`src/rtl/fifo_write_arbiter.sv`:
```
// fifo_write_arbiter
// Round-robin arbiter that lets one requester at a time stream a burst of up
// to MAX_BURST words into a FIFO write port. A burst ends after MAX_BURST
// transfers or as soon as the owner drops its valid. A full FIFO only stalls
// the burst and never takes the grant away. Every release passes through at
// least one IDLE cycle, where the next owner is chosen.
`timescale 1ns/1ps

module fifo_write_arbiter #(
    parameter int NUM_REQ    = 4,
    parameter int DATA_WIDTH = 16,
    parameter int MAX_BURST  = 8
) (
    input  logic                          clock,
    input  logic                          reset_n,
    input  logic [NUM_REQ-1:0]            req_valid,
    input  logic [NUM_REQ*DATA_WIDTH-1:0] req_data,
    output logic [NUM_REQ-1:0]            req_ready,
    output logic [NUM_REQ-1:0]            grant,
    input  logic                          full,
    output logic [DATA_WIDTH-1:0]         write_data,
    output logic                          write_enable,
    output logic                          busy,
    output logic [15:0]                   word_count
);

    localparam int                IDX_W      = (NUM_REQ > 1) ? $clog2(NUM_REQ) : 1;
    localparam logic [7:0]        LAST_BEAT  = 8'(MAX_BURST - 1);
    localparam logic [IDX_W-1:0]  RESET_LAST = IDX_W'(NUM_REQ - 1);

    typedef enum logic {
        IDLE  = 1'b0,
        BURST = 1'b1
    } state_t;

    state_t              r_state;
    state_t              w_nextState;
    logic [IDX_W-1:0]    r_grantIdx;
    logic [IDX_W-1:0]    r_last;
    logic [NUM_REQ-1:0]  r_grant;
    logic [7:0]          r_burstCount;
    logic [15:0]         r_wordCount;

    logic [IDX_W-1:0]    w_winner;
    logic [NUM_REQ-1:0]  w_winnerOneHot;
    logic                w_found;
    logic                w_anyValid;
    logic                w_ownerValid;
    logic                w_writeEnable;
    logic [NUM_REQ-1:0]  w_ready;

    // Round-robin search starting just after the most recently granted index.
    always_comb begin
        w_winner = '0;
        w_found  = 1'b0;
        for (int k = 1; k <= NUM_REQ; k++) begin
            if (!w_found && req_valid[(int'(r_last) + k) % NUM_REQ]) begin
                w_found  = 1'b1;
                w_winner = IDX_W'((int'(r_last) + k) % NUM_REQ);
            end
        end
    end

    assign w_winnerOneHot = NUM_REQ'(1) << w_winner;
    assign w_anyValid     = |req_valid;
    assign w_ownerValid   = req_valid[r_grantIdx];
    assign w_writeEnable  = (r_state == BURST) && w_ownerValid && !full;

    // State register; reset forces IDLE immediately.
    always_ff @(posedge clock or negedge reset_n) begin
        if (!reset_n) begin
            r_state <= IDLE;
        end else begin
            r_state <= w_nextState;
        end
    end

    // Next state: start a burst on any request, end it on the last beat or when the owner drops valid.
    always_comb begin
        w_nextState = r_state;
        case (r_state)
            IDLE: begin
                if (w_anyValid) begin
                    w_nextState = BURST;
                end
            end
            BURST: begin
                if (!w_ownerValid) begin
                    w_nextState = IDLE;
                end else if (w_writeEnable && (r_burstCount == LAST_BEAT)) begin
                    w_nextState = IDLE;
                end
            end
            default: w_nextState = IDLE;
        endcase
    end

    // Grant bookkeeping plus the burst and lifetime word counters.
    always_ff @(posedge clock or negedge reset_n) begin
        if (!reset_n) begin
            r_grantIdx   <= '0;
            r_last       <= RESET_LAST;
            r_grant      <= '0;
            r_burstCount <= '0;
            r_wordCount  <= '0;
        end else begin
            if ((r_state == IDLE) && w_anyValid) begin
                r_grantIdx   <= w_winner;
                r_last       <= w_winner;
                r_grant      <= w_winnerOneHot;
                r_burstCount <= '0;
            end else if ((r_state == BURST) && (w_nextState == IDLE)) begin
                r_grant <= '0;
            end
            if (w_writeEnable) begin
                r_burstCount <= r_burstCount + 8'd1;
                r_wordCount  <= r_wordCount + 16'd1;
            end
        end
    end

    // Only the owner is told its word was taken, and only when a write happens.
    always_comb begin
        w_ready = '0;
        if (w_writeEnable) begin
            w_ready[r_grantIdx] = 1'b1;
        end
    end

    assign req_ready    = w_ready;
    assign grant        = r_grant;
    assign busy         = (r_state == BURST);
    assign write_enable = w_writeEnable;
    assign write_data   = (r_state == BURST) ? req_data[int'(r_grantIdx) * DATA_WIDTH +: DATA_WIDTH]
                                             : '0;
    assign word_count   = r_wordCount;

endmodule

```
`config.mk`:
```
export PLATFORM = sky130hd
export DESIGN_NAME = fifo_write_arbiter
export DESIGN_NICKNAME = d
export VERILOG_FILES = /design/src/rtl/fifo_write_arbiter.sv
export SDC_FILE = /design/constraint.sdc
export NUM_CORES = 1
export LEC_CHECK = 0
export BUFFER_PORTS_ARGS = -buffer_cell sky130_fd_sc_hd__buf_2
export CORE_MARGIN = 3
export CORE_UTILIZATION = 42
export CTS_BUF_LIST = sky130_fd_sc_hd__clkbuf_16
export DETAILED_ROUTE_END_ITERATION = 7
export PLACE_DENSITY_LB_ADDON = 0.25
export SYNTH_ARGS = -nofsm -noshare
export SYNTH_HDL_FRONTEND = slang
export SYNTH_SLANG_ARGS = --single-unit
export TNS_END_PERCENT = 100
```
`constraint.sdc`:
```
create_clock -name clock -period 1.59 [get_ports clock]
set_input_delay 0.159 -clock clock [delete_from_list [all_inputs] [get_ports clock]]
set_output_delay 0.159 -clock clock [all_outputs]
set_load 0.1 [all_outputs]
```
# Yosys cells after proc, flatten, opt, wreduce, memory -nomap -nowiden
# Cells that the tools add are included.
[classes]
addsub = 6
magnitude_cmp = 6
n_eq_ne = 1
shift = 2
muxes = 33
bitwise_logic = 6
n_reduce_logical = 20
[op_table]
columns = ["cell", "count"]
rows = [
  ["64-bit by 7-bit indexed part select with 16-bit output", 1],
  ["16-bit by 1-bit adder with 16-bit output, second input constant", 1],
  ["3-bit by 4-bit < comparator with 1-bit output, second input constant", 4],
  ["1-bit 2-to-1 mux", 16],
  ["16-bit 2-to-1 mux", 1],
  ["8-bit 2-to-1 mux", 2],
  ["4-bit 2-to-1 mux", 3],
  ["1-bit binary-select mux with 2-bit select", 5],
  ["1-bit logical AND", 9],
  ["8-bit by 1-bit adder with 8-bit output, second input constant", 1],
  ["8-bit by 3-bit equality test with 1-bit output, second input constant", 1],
  ["2-bit 2-to-1 mux", 4],
  ["2-bit OR reduction", 4],
  ["2-bit by 1-bit adder with 2-bit output, second input constant", 2],
  ["2-bit adder, second input constant", 2],
  ["1-bit AND, first input constant", 4],
  ["1-bit logical NOT", 4],
  ["2-bit nonzero test", 2],
  ["4-bit OR reduction", 1],
  ["1-bit by 2-bit left shift with 4-bit output, first input constant", 1],
  ["2-bit by 3-bit < comparator with 1-bit output, second input constant", 1],
  ["1-bit demux with 2-bit select", 1],
  ["2-bit by 1-bit >= comparator with 1-bit output, second input constant", 1],
  ["1-bit NOT", 2],
  ["1-bit one-hot mux with 2 select lines", 1],
]
[word_totals]
reg_bits = 33
input_bits = 71
output_inout_bits = 42
wordCells = 80

# Logic depth before layout (Yosys ltp)
[depth]
ltp_word = 18
ltp_mapped = 7
depth_no_buf = 5

# Worst setup path before layout
# OpenSTA, ideal clock, no wires.
[synth_path]
path_type = "reg-to-output"
start = "register r_state (netlist: busy)"
end = "output port req_ready[0]"
arrival_ps = 2606
required_time_ps = 1431
setup_slack_ps = -1175
path_stages_with_launch = 4
path_buffers = 0
cell_sequence = "dfrtp_1 nor3b_2 nand2_1 nor2_1"
[synth_via]
elab_chain_cells = 3
[synth_rtl]
columns = ["element", "line_no", "text"]
rows = [
  ["from (decl)", "36", "state_t r_state;"],
  ["from (signal assigned)", "74", "r_state <= w_nextState;"],
  ["1-bit logical AND (2 in a row)", "67", "assign w_writeEnable = (r_state == BURST) && w_ownerValid && !full;"],
  ["4-bit 2-to-1 mux", "125", "if (w_writeEnable) begin"],
  ["to (decl)", "18", "output logic [NUM_REQ-1:0] req_ready,"],
]
# Every way passes these cells.

# Worst setup path in the final report
[layout_path]
start = "register r_grantIdx[1]"
end = "output port write_enable"
[layout_via]
elab_chain_cells = 4
[layout_rtl]
columns = ["element", "line_no", "text"]
rows = [
  ["from (decl)", "38", "logic [IDX_W-1:0] r_grantIdx;"],
  ["from (signal assigned)", "108", "r_grantIdx <= w_winner;"],
  ["1-bit binary-select mux with 2-bit select", "66", "assign w_ownerValid = req_valid[r_grantIdx];"],
  ["1-bit 2-to-1 mux (not written as such)", "66", ""],
  ["1-bit logical AND (2 in a row)", "67", ""],
  ["to (decl)", "22", "output logic write_enable,"],
]
# Every way passes these cells. The select of a mux whose other input is x is not followed.

==> key figures <==
Drt
  • Number of vias after detailed routing: 2,262
  • Routed len/inst: 19.5 microns
  • Antenna-violating nets left: 0
  • Detailed Routing Iterations Pass 1: 4
  • DRC Markers: 0
  • Routed wire length: roughly 8000 microns
  • DR iter-0 viols: 150
  • Routed vias/inst: between 5 and 6

Clock tree
  • Insertion delay to the later sink of the worst-skew pair: ~0.28 ns
  • Max clock buf depth: 2
  • CTS clock-pin slew for the worst setup and hold paths: 0.05 ns
  • Num CTS Buffers: 5
  • Clock Tree Root: clkbuf_16
  • TritonCTS clock tree: yes
  • Clock tree sinks: 33
  • H-tree level count: 2

Status
  • Violated checks: negative setup slack
  • Status: finished, violations left

Setup path
  • Worst setup path endpoint: write_enable
  • Worst setup EP type: output port
  • Crit Reg-Reg Startpoint: r_grantIdx[1]$_DFFE_PN0P_
  • Maximum fanout count along the critical path: 4
  • WS Path Type: reg -> out
  • Data required time at the worst endpoint: ~1.4 ns
  • Worst reg2reg endpoint: word_count[13]$_DFFE_PN0P_
  • Source of the critical timing path: r_grantIdx[1]$_DFFE_PN0P_
  • Flop-to-flop setup slack: -0.30 ns
  • Arrival time at the worst endpoint: 1.75 ns
  • Worst r2r path cells: 6
  • Startpoint type of the worst setup path: flop

Placement
  • Worst slack at placement: -0.179 ns
  • Port Buffers: around 110
  • Inst Count DP: 386
  • Routability congestion estimate: just under 0.8
  • Final HPWL DP: a little under 5000 microns

Timing
  • Period utilisation layout: 1.20
  • Max Clock Freq: between 0.5 and 0.6 GHz
  • Max-slew violation count: 0
  • Setup repair after global routing missed its margin: true
  • Setup-violating endpoint count in the final report: 48
  • Least setup slack across all paths after layout: -0.317 ns
  • Post-route clock skew: between 0.007 and 0.008 ns
  • Number of hold violations in the final report: 0
  • Slew margin rel.: 0.672
  • Final critical delay including setup and external delays: 1.91 ns
  • Transition time at the pin with the least slew margin: 0.492 ns

Yosys
  • Most frequent cell after synthesis: dfrtp_1
  • Synth top area share: 0.345
  • Cell count after synthesis: ~200
  • Net count after synthesis: 270
  • Top area cells in the synthesized netlist: dfrtp_1 (35%), mux4_2 (16%), and2_1 (5.6%)
  • Largest area contributor in the netlist: dfrtp_1
  • Leading cell types by count after synthesis: dfrtp_1 (31), and2_1 (20), mux4_2 (16)
  • Number of synthesis warnings: 0
  • Count of flip-flops with a built-in enable after synthesis: 0
  • Post-synth ARST share: 1.00
  • Register area share after synthesis: 0.369
  • Main flop type after synthesis: dfrtp_1
  • Number of distinct standard cells referenced by the synthesized netlist: 40
  • Synthesis-stage register bit count: 33
  • Post-synthesis cell area: about 2200 sq um
  • Average footprint of a synthesized cell: between 10 and 15 sq um

Cells and area
  • Post-Route Utilization: 0.796
  • Cell Count, Final, Fillers Out: 408
  • NumNets Final: ~410
  • Diode insertion count for antenna repair: 0
  • Fraction of final layout cells with drive strength greater than 1: 0.710
  • Layout area overhead: 75.2%

Min path
  • Class of the tightest hold or removal check: in -> async

Global route
  • Antenna violations before repair: 0
  • First-pass GRT wire length: about 12,000 microns
  • Vias in the first global route: approximately 2,400
  • Maximum number of pins on one net before global-route repair: 23
  • Total Routing Usage GR: 0.248
  • Final global-route overflow total: 0

Floorplan
  • Height of the chip: 79.1 microns
  • Effective utilization at floorplan: 0.454
  • Die span in x: around 79 microns
  • Area of the core: between 4000 and 5000 sq um
  • Total I/O pin count: approximately 110
  • Row count: 25
  • Die footprint: 6260 sq um

Job
  • Max_cap viols: 0

Power and ir drop
  • Relative contribution of the clock network to total power: 0.096
  • Leak pwr: ~1.9 nW
  • Logic pwr share: 0.764
  • Power per Cell Area: roughly 2400 nW/um^2
  • Worst voltage drop across the vdd grid: about 1.7 mV
  • Power consumption: 0.00954 W
  • Switching power as a share of total power: 0.513
  • Cell-internal power: about 0.0046 W
  • Total net switching power: 0.00489 W
  • Power share of the sequential group: 0.141
## layer usage
metal | GRT usage | part of all wire
met3 | 0.0590 | 0.049
met5 | 0 | 0
met2 | 0.446 | 0.56
met4 | 0.0704 | 0.013
met1 | 0.294 | 0.38
## worst max-delay path, cell delays in order (launching register included)
cell and delay (ns):
dfrtp_2 0.44, mux2_4 0.34, a22o_4 0.28, buf_12 0.13, buf_6 0.11, buf_12 0.15
## registers in the layout, indices dropped and copies added, names as in the netlist
name / flops
r_grantIdx: 2
word_count: 16
grant: 4
r_burstCount: 8
r_last: 2
busy: 1
## worst min-delay path by stage
| stage | from | end | slack (ns) | cells past startpoint |
|---|---|---|---|---|
| after floorplan | reset_n | grant[0]$_DFFE_PN0P_ | -0.14 | 0 |
| after global placement | reset_n | word_count[2]$_DFFE_PN0P_ | 0.15 | 1 |
| after detailed placement | reset_n | word_count[2]$_DFFE_PN0P_ | 0.16 | 1 |
| after CTS | reset_n | word_count[2]$_DFFE_PN0P_ | 0.40 | 2 |
| after global routing | reset_n | word_count[2]$_DFFE_PN0P_ | 0.44 | 2 |
| final | reset_n | word_count[2]$_DFFE_PN0P_ | 0.38 | 2 |
## power groups by stage
stage / clock network, W / logic (W) / registers (W)
floorplan: 0 / 0.00385 / 0.00207
global placement: 0 / 0.00551 / 0.00129
detailed placement: 0 / 0.00557 / 0.00130
CTS: 0.000923 / 0.00712 / 0.00132
global route: 0.000955 / 0.00753 / 0.00138
finish: 0.000912 / 0.00729 / 0.00134
## final cells by class
class	count	area (sq um)
Multi-Input combinational cell	150	1550
Timing Repair Buffer	149	1310
Fill cell	298	1010
Sequential cell	33	856
Clock buffer	5	125
Tap cell	67	83.8
Clock inverter	3	13.8
Inverter	1	3.75
## cell usage in the layout (no fill, tap or decap), types with 2 or more instances in the layout
cell and instances:
dfrtp_2 10, and3_4 2, xor2_1 3, nand2_2 2
o2bb2ai_1 2, nor2b_1 3, nand3_2 4, buf_2 91
mux2_2 2, clkbuf_16 6, clkinv_2 2, nand3_1 3
nand2b_4 2, mux4_2 16, mux2_4 6, ha_1 2
and3_1 7, buf_16 2, and2_1 4, dfrtp_1 17
dfstp_2 2, nor2_4 3, nand2_4 2, nor3b_4 3
a21oi_2 3, dfrtp_4 4, buf_6 6, xnor2_1 12
buf_4 22, mux2i_1 9, inv_1 2, o21ai_2 2
nand4_1 11, nand2b_1 3, buf_12 24, and2_4 16
nor2_1 2, nand2_1 9
## kinds of logic after synthesis
group | Yosys count | share of synthesized area
DFF | 33 | 0.369
adders and majority gates | 2 | 0.0111
and+or+nand+nor | 84 | 0.222
muxes | 33 | 0.249
xor gates and xnor gates | 15 | 0.0585
AOI/OAI and AO/OA | 16 | 0.0535
buffers and inverters | 14 | 0.0373
## stage by stage
stage	hold WS, ns	cell area [sq um]	TNS (ns)
global route	0.437	3940	-12.26
finish	0.381	3940	-9.11
CTS	0.397	3870	-9.24
detailed placement	0.158	3190	-2.93
global placement	0.149	3190	-2.11
floorplan	-0.137	2390	-2.32
## what timing repair did
action | CTS | global route
hold buffers | 1 | 0
resized for setup | 99 | 14
gates cloned | 4 | 0
setup endpoints to repair | 41 | 51
pin swaps | 32 | 7
buffers inserted | 9 | 3
endpoints found under the hold margin | 18 | 0
No activity file was read; power rests on OpenSTA's default activity.
